### src/rtl/vc_test_delay_queue_pkg.sv
// ----------------------------------------------------------------------------
// vc_test_delay_queue_pkg
//   Shared definitions for the test delay queue and its harnesses: delay mode
//   encodings, default LFSR seed and the random-delay helper.
// ----------------------------------------------------------------------------
package vc_test_delay_queue_pkg;

   typedef enum logic [1:0] {
      DELAY_FIXED      = 2'd0,
      DELAY_RANDOM     = 2'd1,
      DELAY_FIRST_ONLY = 2'd2,
      DELAY_FIXED_ALT  = 2'd3   // decoded exactly like DELAY_FIXED
   } delay_mode_e;

   localparam logic [15:0] DEFAULT_LFSR_SEED = 16'hACE1;

   // Random delay in 0..bound. The span is a 17-bit sum so bound=16'hFFFF
   // cannot wrap to a zero divisor.
   function automatic logic [31:0] random_delay(input logic [15:0] lfsr,
                                                input logic [15:0] bound);
      logic [16:0] span;
      span = {1'b0, bound} + 17'd1;
      return {16'b0, lfsr} % {15'b0, span};
   endfunction

endpackage

### src/rtl/vc_test_delay_queue_if.sv
// ----------------------------------------------------------------------------
// vc_test_delay_queue_if
//   Val/rdy handshake bundle around the delay queue.
//   in_val/in_rdy/in_msg    : source -> queue
//   out_val/out_rdy/out_msg : queue -> sink
//   master : harness side (drives in_val, in_msg, out_rdy)
//   slave  : queue side   (drives in_rdy, out_val, out_msg)
// ----------------------------------------------------------------------------
interface vc_test_delay_queue_if #(
   parameter int unsigned p_msg_nbits = 8
) ();

   logic                   in_val;
   logic                   in_rdy;
   logic [p_msg_nbits-1:0] in_msg;
   logic                   out_val;
   logic                   out_rdy;
   logic [p_msg_nbits-1:0] out_msg;

   modport master (
      output in_val, in_msg, out_rdy,
      input  in_rdy, out_val, out_msg
   );

   modport slave (
      input  in_val, in_msg, out_rdy,
      output in_rdy, out_val, out_msg
   );

endinterface

### src/rtl/vc_test_lfsr16.sv
// ----------------------------------------------------------------------------
// vc_test_lfsr16
//   16-bit Fibonacci LFSR, taps 16,14,13,11 (right-shifting form).
//   clk, reset : synchronous active-high reset loads p_seed
//   en         : advance one step on this edge
//   out        : current LFSR state
// ----------------------------------------------------------------------------
module vc_test_lfsr16 #(
   parameter logic [15:0] p_seed = 16'hACE1
) (
   input  logic        clk,
   input  logic        reset,
   input  logic        en,
   output logic [15:0] out
);

   logic [15:0] lfsr_q, lfsr_d;

   always_comb begin
      lfsr_d = lfsr_q;
      if (en) begin
         lfsr_d = {lfsr_q[0] ^ lfsr_q[2] ^ lfsr_q[3] ^ lfsr_q[5], lfsr_q[15:1]};
      end
   end

   always_ff @(posedge clk) begin
      if (reset) begin
         lfsr_q <= p_seed;
      end else begin
         lfsr_q <= lfsr_d;
      end
   end

   assign out = lfsr_q;

endmodule

### src/rtl/vc_test_delay_queue.sv
// ----------------------------------------------------------------------------
// vc_test_delay_queue
//   Test-harness delay element: buffers up to p_num_entries val/rdy messages
//   and holds each back by a per-message delay (fixed, pseudo-random, or on
//   the first message after reset only). The delay is fixed at enqueue time.
//   clk, reset  : synchronous active-high reset, drops all entries
//   delay_mode  : 0 FIXED, 1 RANDOM, 2 FIRST_ONLY, 3 FIXED
//   delay_amt   : delay (FIXED/FIRST_ONLY) or random bound (RANDOM, [15:0])
//   bus         : in_val/in_rdy/in_msg and out_val/out_rdy/out_msg
// Optional: VC_TEST_DELAY_QUEUE_STATS_EN adds num_msgs and num_stall_cycles
//   counters, readable hierarchically.
// ----------------------------------------------------------------------------
module vc_test_delay_queue
   import vc_test_delay_queue_pkg::*;
#(
   parameter int unsigned p_msg_nbits   = 8,
   parameter int unsigned p_num_entries = 4,
   parameter logic [15:0] p_lfsr_seed   = DEFAULT_LFSR_SEED
) (
   input  logic                  clk,
   input  logic                  reset,
   input  logic [1:0]            delay_mode,
   input  logic [31:0]           delay_amt,
   vc_test_delay_queue_if.slave  bus
);

   localparam int unsigned     AW       = $clog2(p_num_entries);
   localparam int unsigned     CW       = AW + 1;
   localparam logic [AW-1:0]   PTR_ONE  = AW'(1);
   localparam logic [CW-1:0]   CNT_ONE  = CW'(1);
   localparam logic [CW-1:0]   CNT_FULL = CW'(p_num_entries);

   logic [p_msg_nbits-1:0] msg_q [p_num_entries];
   logic [p_msg_nbits-1:0] msg_d [p_num_entries];
   logic [31:0]            dly_q [p_num_entries];
   logic [31:0]            dly_d [p_num_entries];
   logic [AW-1:0]          wr_ptr_q, wr_ptr_d;
   logic [AW-1:0]          rd_ptr_q, rd_ptr_d;
   logic [AW-1:0]          rd_ptr_nxt;
   logic [CW-1:0]          count_q, count_d;
   logic [31:0]            head_cnt_q, head_cnt_d;
   logic                   first_done_q, first_done_d;

   logic [15:0]            lfsr;
   logic [31:0]            new_dly;
   delay_mode_e            mode;
   logic                   empty, full, enq, deq;
   logic                   in_rdy, out_val;

   // Advances only on accepted input so the delay sequence is independent
   // of sink stalls.
   vc_test_lfsr16 #(.p_seed(p_lfsr_seed)) lfsr_u (
      .clk   (clk),
      .reset (reset),
      .en    (enq),
      .out   (lfsr)
   );

   assign mode    = delay_mode_e'(delay_mode);
   assign empty   = (count_q == '0);
   assign full    = (count_q == CNT_FULL);
   assign in_rdy  = !reset && !full;
   assign out_val = !reset && !empty && (head_cnt_q == '0);
   assign enq     = bus.in_val && in_rdy;
   assign deq     = out_val && bus.out_rdy;

   assign bus.in_rdy  = in_rdy;
   assign bus.out_val = out_val;
   assign bus.out_msg = reset ? '0 : msg_q[rd_ptr_q];

   always_comb begin
      unique case (mode)
         DELAY_RANDOM:     new_dly = random_delay(lfsr, delay_amt[15:0]);
         DELAY_FIRST_ONLY: new_dly = first_done_q ? '0 : delay_amt;
         default:          new_dly = delay_amt;
      endcase
   end

   always_comb begin
      msg_d        = msg_q;
      dly_d        = dly_q;
      wr_ptr_d     = wr_ptr_q;
      rd_ptr_d     = rd_ptr_q;
      count_d      = count_q;
      head_cnt_d   = head_cnt_q;
      first_done_d = first_done_q;
      rd_ptr_nxt   = rd_ptr_q + PTR_ONE;

      if (enq) begin
         msg_d[wr_ptr_q] = bus.in_msg;
         dly_d[wr_ptr_q] = new_dly;
         wr_ptr_d        = wr_ptr_q + PTR_ONE;
         first_done_d    = 1'b1;
      end
      if (deq) begin
         rd_ptr_d = rd_ptr_nxt;
      end

      unique case ({enq, deq})
         2'b10:   count_d = count_q + CNT_ONE;
         2'b01:   count_d = count_q - CNT_ONE;
         default: count_d = count_q;
      endcase

      // A new head loads its own delay on the edge it becomes head. When the
      // last entry leaves while one arrives, the arriving delay is not yet in
      // storage, so it is taken straight from new_dly.
      if (deq && (count_q > CNT_ONE)) begin
         head_cnt_d = dly_q[rd_ptr_nxt];
      end else if (enq && (deq || empty)) begin
         head_cnt_d = new_dly;
      end else if (head_cnt_q != '0) begin
         head_cnt_d = head_cnt_q - 32'd1;
      end
   end

   always_ff @(posedge clk) begin
      if (reset) begin
         msg_q        <= '{default: '0};
         dly_q        <= '{default: '0};
         wr_ptr_q     <= '0;
         rd_ptr_q     <= '0;
         count_q      <= '0;
         head_cnt_q   <= '0;
         first_done_q <= 1'b0;
      end else begin
         msg_q        <= msg_d;
         dly_q        <= dly_d;
         wr_ptr_q     <= wr_ptr_d;
         rd_ptr_q     <= rd_ptr_d;
         count_q      <= count_d;
         head_cnt_q   <= head_cnt_d;
         first_done_q <= first_done_d;
      end
   end

`ifdef VC_TEST_DELAY_QUEUE_STATS_EN
   logic [31:0] num_msgs_q, num_msgs_d;
   logic [31:0] num_stall_cycles_q, num_stall_cycles_d;
   logic [31:0] num_msgs;
   logic [31:0] num_stall_cycles;

   always_comb begin
      num_msgs_d         = num_msgs_q;
      num_stall_cycles_d = num_stall_cycles_q;
      if (deq) begin
         num_msgs_d = num_msgs_q + 32'd1;
      end
      if (out_val && !bus.out_rdy) begin
         num_stall_cycles_d = num_stall_cycles_q + 32'd1;
      end
   end

   always_ff @(posedge clk) begin
      if (reset) begin
         num_msgs_q         <= '0;
         num_stall_cycles_q <= '0;
      end else begin
         num_msgs_q         <= num_msgs_d;
         num_stall_cycles_q <= num_stall_cycles_d;
      end
   end

   assign num_msgs         = num_msgs_q;
   assign num_stall_cycles = num_stall_cycles_q;
`endif

endmodule

### src/flat_wrapper.sv
// flat-port wrapper written by rule: the top's interface ports become plain ports
module vc_test_delay_queue_flat import vc_test_delay_queue_pkg::*;
#(
   parameter int unsigned p_msg_nbits   = 8,
   parameter int unsigned p_num_entries = 4,
   parameter logic [15:0] p_lfsr_seed   = DEFAULT_LFSR_SEED
)
  (clk, reset, delay_mode, delay_amt, bus_in_val, bus_in_msg, bus_out_rdy, bus_in_rdy, bus_out_val, bus_out_msg);
  vc_test_delay_queue_if #(.p_msg_nbits(p_msg_nbits)) bus_i ();
  input  logic clk;
  input  logic reset;
  input  logic [1:0] delay_mode;
  input  logic [31:0] delay_amt;
  input wire logic [$bits(bus_i.in_val)-1:0] bus_in_val;
  input wire logic [$bits(bus_i.in_msg)-1:0] bus_in_msg;
  input wire logic [$bits(bus_i.out_rdy)-1:0] bus_out_rdy;
  output wire logic [$bits(bus_i.in_rdy)-1:0] bus_in_rdy;
  output wire logic [$bits(bus_i.out_val)-1:0] bus_out_val;
  output wire logic [$bits(bus_i.out_msg)-1:0] bus_out_msg;
  assign bus_i.in_val = bus_in_val;
  assign bus_i.in_msg = bus_in_msg;
  assign bus_i.out_rdy = bus_out_rdy;
  assign bus_in_rdy = bus_i.in_rdy;
  assign bus_out_val = bus_i.out_val;
  assign bus_out_msg = bus_i.out_msg;
  vc_test_delay_queue #(.p_msg_nbits(p_msg_nbits), .p_num_entries(p_num_entries), .p_lfsr_seed(p_lfsr_seed)) u_core (.clk(clk), .reset(reset), .delay_mode(delay_mode), .delay_amt(delay_amt), .bus(bus_i));
endmodule
### config.mk
export PLATFORM = sky130hd
export DESIGN_NAME = vc_test_delay_queue_flat
export DESIGN_NICKNAME = d
export VERILOG_FILES = /design/src/rtl/vc_test_delay_queue_pkg.sv /design/src/rtl/vc_test_delay_queue_if.sv /design/src/rtl/vc_test_lfsr16.sv /design/src/rtl/vc_test_delay_queue.sv /design/src/flat_wrapper.sv
export SDC_FILE = /design/constraint.sdc
export NUM_CORES = 1
export LEC_CHECK = 0
export ABC_AREA = 1
export BUFFER_PORTS_ARGS = -buffer_cell sky130_fd_sc_hd__buf_4
export CAP_MARGIN = 25
export CORE_MARGIN = 3
export CORE_UTILIZATION = 25
export DETAILED_ROUTE_END_ITERATION = 12
export SETUP_SLACK_MARGIN = 0.2
export SYNTH_ARGS = -nofsm -noshare
export SYNTH_HDL_FRONTEND = slang
export SYNTH_HIERARCHICAL = 1
export SYNTH_SLANG_ARGS = --single-unit
### constraint.sdc
create_clock -name clk -period 89 [get_ports clk]
set_clock_uncertainty 0.05 [all_clocks]
set_input_delay 0 -clock clk [delete_from_list [all_inputs] [get_ports clk]]
set_output_delay 0 -clock clk [all_outputs]
set_load 0.01 [all_outputs]
== Word-level counts from Yosys, hierarchy flattened ==
Cells that the tools add are included.

* Register bits: 216
* Output and inout bits: 10
* Input bits: 46
* Word-level logic and storage cells: 73

* Add/sub/neg operators: 6
* Order comparisons: 5
* Muxes and demuxes: 19
* Divide/modulo/power cells: 1
* Equal/unequal tests: 5
* Bitwise operators: 6
* Reductions and logical operators: 17

{| class="wikitable"
|+ Operators with widths
! kind !! count
|-
| $mux W32 || 7
|-
| $bwmux W128 || 1
|-
| $bmux W32 S2 || 1
|-
| $demux W32 S2 || 1
|-
| $pmux W32 S2 || 1
|-
| $bwmux W32 || 1
|-
| $logic_not A32 Y1 || 1
|-
| $mod A16 B17 Y32 || 1
|-
| $mux W8 || 4
|-
| $reduce_bool A32 Y1 || 1
|-
| $sub A32 B1 Y32 const B || 1
|-
| $add A16 B1 Y17 const B || 1
|-
| $bmux W8 S2 || 1
|-
| $demux W8 S2 || 1
|-
| $ge A3 B3 Y1 const B || 3
|-
| $not A2 Y3 || 3
|-
| $logic_and A1 B1 Y1 || 8
|-
| $pmux W3 S2 || 1
|-
| $add A2 B1 Y2 const B || 2
|-
| $eq A2 B1 Y1 const B || 2
|-
| $eq A2 B2 Y1 const B || 2
|-
| $add A3 B1 Y3 const B || 1
|-
| $eq A3 B3 Y1 const B || 1
|-
| $gt A3 B1 Y1 const B || 1
|-
| other kinds (8) || 12
|}

== Depth between registers and ports, before layout ==
* Word-level depth: 9
* Gate-level depth with buffers: 685
* Depth with buffers taken out: 639

== By module ==
Netlist, hierarchy kept.

{| class="wikitable"
|+ By module, submodules not included
! module !! times used !! area an instance (sq um) !! cells each !! sequential area each (sq um)
|-
| vc_test_delay_queue || 1 || 35424.0 || 5678 || 4003.8
|-
| vc_test_lfsr16 || 1 || 613.1 || 82 || 320.3
|}

== Least setup slack after synthesis ==
No wires, ideal clock.

* Path type: in2reg
* From: input port delay_amt[0]
* To: register u_core/dly_q[63] in the netlist's numbering
* Arrival time: 86.343 ns
* Path slack: 2.494 ns
* Path buffers: 51
* Required time: 88.836 ns
* Stages: 664
* Setup time: 0.114 ns
* Path through: ha_1 or2_1 nand2_1 inv_1 nor2_1 nand3_1 nor2_1 nand2_1 a21boi_0 ha_1 nand2_1 inv_1 nand2_1 nor4_1 nand2_1 nand2_1 inv_1 nor2_1 (+628 left out) nand3_1 nand2_1 nand3_1 nand2_1 a21o_1 a21oi_1 nor2_1 nor2_1 o41ai_1 nand3_2 nand3_4 buf_12 buf_12 nand4_1 nand3_2 nand2_2 o21bai_1 inv_1

* Word-level cells in the longest chain between the ends: 4

{| class="wikitable"
|+ Ends and longest elaborated chain
! element !! line !! text
|-
| from (decl) || flat_wrapper.sv:13 || <nowiki>input logic [31:0] delay_amt;</nowiki>
|-
| $add A16 B1 Y17 || vc_test_delay_queue_pkg.sv:22 || <nowiki>span = {1'b0, bound} + 17'd1;</nowiki>
|-
| $mod A16 B17 Y32 || vc_test_delay_queue_pkg.sv:23 || <nowiki>return {16'b0, lfsr} % {15'b0, span};</nowiki>
|-
| $pmux W32 S2 || vc_test_delay_queue.sv:72 || <nowiki>unique case (mode)</nowiki>
|-
| $bwmux W128 || vc_test_delay_queue.sv:91 || <nowiki>dly_d[wr_ptr_q] = new_dly;</nowiki>
|-
| to (signal assigned) || vc_test_delay_queue.sv:128 || <nowiki>dly_q <= dly_d;</nowiki>
|-
| to (decl) || vc_test_delay_queue.sv:35 || <nowiki>logic [31:0] dly_q [p_num_entries];</nowiki>
|}

Every way passes these cells.
A chain may end at the register's enable or synchronous reset.

== Worst setup path after layout ==
* From: register u_core.lfsr_u.lfsr_q[7], in the netlist u_core/lfsr_u/out[7]
* To: register u_core.head_cnt_q[13]

* Word-level cells in the longest chain between the ends: 4

{| class="wikitable"
|+ Ends and longest elaborated chain
! element !! line !! text
|-
| from (decl) || vc_test_lfsr16.sv:17 || <nowiki>logic [15:0] lfsr_q, lfsr_d;</nowiki>
|-
| from (signal assigned) || vc_test_lfsr16.sv:28 || <nowiki>lfsr_q <= p_seed;</nowiki>
|-
| from (signal assigned) || vc_test_lfsr16.sv:30 || <nowiki>lfsr_q <= lfsr_d;</nowiki>
|-
| $mod A16 B17 Y32 || vc_test_delay_queue_pkg.sv:23 ||
|-
| $pmux W32 S2 || vc_test_delay_queue.sv:72 ||
|-
| $mux W32 || vc_test_delay_queue.sv:110 || <nowiki>end else if (enq && (deq || empty)) begin</nowiki>
|-
| $mux W32 || vc_test_delay_queue.sv:108 || <nowiki>if (deq && (count_q > CNT_ONE)) begin</nowiki>
|-
| to (signal assigned) || vc_test_delay_queue.sv:132 || <nowiki>head_cnt_q <= head_cnt_d;</nowiki>
|-
| to (decl) || vc_test_delay_queue.sv:41 || <nowiki>logic [31:0] head_cnt_q, head_cnt_d;</nowiki>
|}

Every way passes these cells.

==> metrics <==
first-pass GRT wire length=between 150000 and 200000 um; Mapped Cells=~5.8k; post-DP HPWL=around 86000 um; number of enable flip-flop cells after synthesis=0; drt drc=0; element type at the critical path end=flop; multiplexer share of the synthesized area=0.0590%; ANT nets after route=0; Critical Path Fanout Max=27; total grt overflow=0; Initial DRT Pass Iterations=6; Post-Layout Inst Area=between 0.04 and 0.05 mm^2; largest family of logic cells by synthesized area=simple AND/OR/NAND/NOR gates; CTS max path bufs=3; Final setup viols=0; Synth Area in Adders=between 10 and 15%; commonest cells after routing, fill and taps aside=nand2_1 (1210), inv_1 (822), ha_1 (423), o21ai_0 (409), a21oi_1 (389); Vias/cell=4.81; Synth async-reset ratio=0%; Hold Path Class=input pin to flop; area share of the largest cell type after synthesis=about 15%; Die Width=386 um; Synth Warn #=6; wire per inst=approximately 15 um; placed insts=approximately 7.6k; xor and xnor fraction of the mapped netlist area=under 10%; CTS sink cnt=about 220; core area=around 0.14 mm^2; Rows=138; max_slew headroom=34.2%; Final min period=~81 ns; top post-synthesis cells by area=ha_1 (15%), nand2_1 (13%), dfxtp_1 (12%); status=completed; Worst-Skew Late Latency=~0.55 ns; Synth Register Bits=roughly 220; Hold Vio Cnt, Final=0; CTS clock-pin slew for the worst setup and hold paths=~0.060 ns; total CTS buffers=24; Initial Util=25.3%; Port Buffers=between 50 and 60; Initial DRC Count=~2.7k; antenna violations before repair=6; most common cell after layout, fill and taps aside=nand2_1; Synth Area in Simple Gates=between 20% and 30%; Setup Crit Path Kind=flop to flop; DP Area=between 0.03 and 0.04 mm^2; area grow syn2layout=13.6%; Slew @ Worst Pin=0.985 ns; Startpoint Class=flop; cell accounting for the most synthesized area=ha_1; CTS tree=built; synthesized area=~0.036 mm^2; vias in the first global route=34.2k; height of the die=between 300 and 400 um; Syn Area/Cell=about 6.3 um^2; Compound-Gate Fraction of Synth Area=between 20 and 25%; Die ar.=~0.15 mm^2; routed vias=37.4k; H-tree levels=1; # nets final=~6.3k; f_max=between 10 and 15 MHz; RD Place Congestion=about 0.94; # IOs=56; library cells used by synthesis=80; Root Driver=clkbuf_16; share of layout cells above drive strength 1=13.3%; Final Slew Violations=0; pin count of the biggest net entering global routing=95; Crit path required time=a little under 90 ns; Primary FF master, synth=dfxtp_1; WP data arrival=approximately 82 ns; Critical Path Slowest Stage Cell=dfxtp_1; max incr delay on CP=~0.45 ns; crit-path most repeated cell=nand2_1; register area share after synthesis=between 10% and 20%; fin crit share=roughly 90%; total wire length=roughly 120000 um; overall routing resource usage=around 15%; max_cap viols=0; Finished Layout Cells=~8k
==> state kept, by name, summed over array words and instances (netlist names) <==
name	flops
u_core/dly_q	128
u_core/wr_ptr_q	2
u_core/first_done_q	1
u_core/msg_q	32
u_core/count_q	3
u_core/rd_ptr_q	2
u_core/head_cnt_q	32
u_core/lfsr_u/out	16
==> cell usage after synthesis (111+ instances only) <==
master	count
a21oi_1	467
clkbuf_1	111
dfxtp_1	216
ha_1	424
inv_1	830
nand2_1	1222
nand3_1	240
nor2_1	377
o21ai_0	436
o21ai_1	113
xnor2_1	138
xor2_1	228
==> logic make-up (layout without fill, tap and decap cells) <==
group / count (synthesis) / in the layout
buffers and inverters: 1073 / 1165
muxes: 2 / 2
other: 1 / 20
AOI/OAI and AO/OA: 1367 / 1367
DFF: 216 / 216
adders and majority gates: 425 / 425
xor gates and xnor gates: 366 / 366
and+or+nand+nor: 2310 / 2322
==> metrics by stage <==
step                hold slack, ns  setup TNS, ns  setup WS [ns]  util (%)
finish                       0.104              0           7.59      28.8
global route                 0.112         -81.92         -0.672      28.8
CTS                         0.0745              0          0.200      27.8
detailed placement           0.239        -385.24          -2.68      26.8
global placement             0.233              0          0.166      26.8
floorplan                   0.0458              0           2.49         -
==> critical path: cells and delay by family (launching register included) <==
kind	cells	cell delay (ns)
AO/OA/AOI/OAI	240	37.73
adder cells (fa/ha/maj)	31	9.45
flip-flops	1	0.45
AND/OR/NAND/NOR	221	23.23
buffers and inverters	125	9.99
XOR/XNOR	1	0.10
==> final timing paths <==
path	from	to	slack [ns]	cells past startpoint
worst min register to register	u_core/msg_q[16]	u_core/msg_q[16]	0.41	2
worst max register to register	u_core/lfsr_u/out[7]	u_core/head_cnt_q[13]	7.59	618
worst min-delay path	delay_amt[3]	u_core/dly_q[99]	0.10	5
worst max-delay path	u_core/lfsr_u/out[7]	u_core/head_cnt_q[13]	7.59	618
==> cell type report <==
class | count | area, um^2
Inverter | 896 | 3440
Tap cell | 1890 | 2360
Antenna cell | 4 | 10.0
Multi-Input combinational cell | 4498 | 28100
Clock buffer | 35 | 682
Sequential cell | 216 | 4320
Timing Repair inverter | 2 | 17.5
Timing Repair Buffer | 223 | 1850
Clock inverter | 9 | 114
Fill cell | 15730 | 101000
==> what timing repair did <==
item / in CTS / in global routing
pin swaps: 3 / 47
resized for setup: 22 / 205
endpoints found under the hold margin: 140 / 0
gates cloned: 2 / 13
buffers inserted: 4 / 70
hold buffers: 45 / 0
endpoints found under the setup margin: 160 / 160
==> routing by layer <==
layer,up-vias,wire [um],GRT usage (%)
met5,-,31,0
met1,17001,53500,19.8
met3,203,8010,2.42
met2,993,52300,24.2
met4,4,3690,4.39
li1,19198,-,-
Power is not shown: default switching activity piles up to over one toggle a cycle in this logic, so the estimate is an artifact.
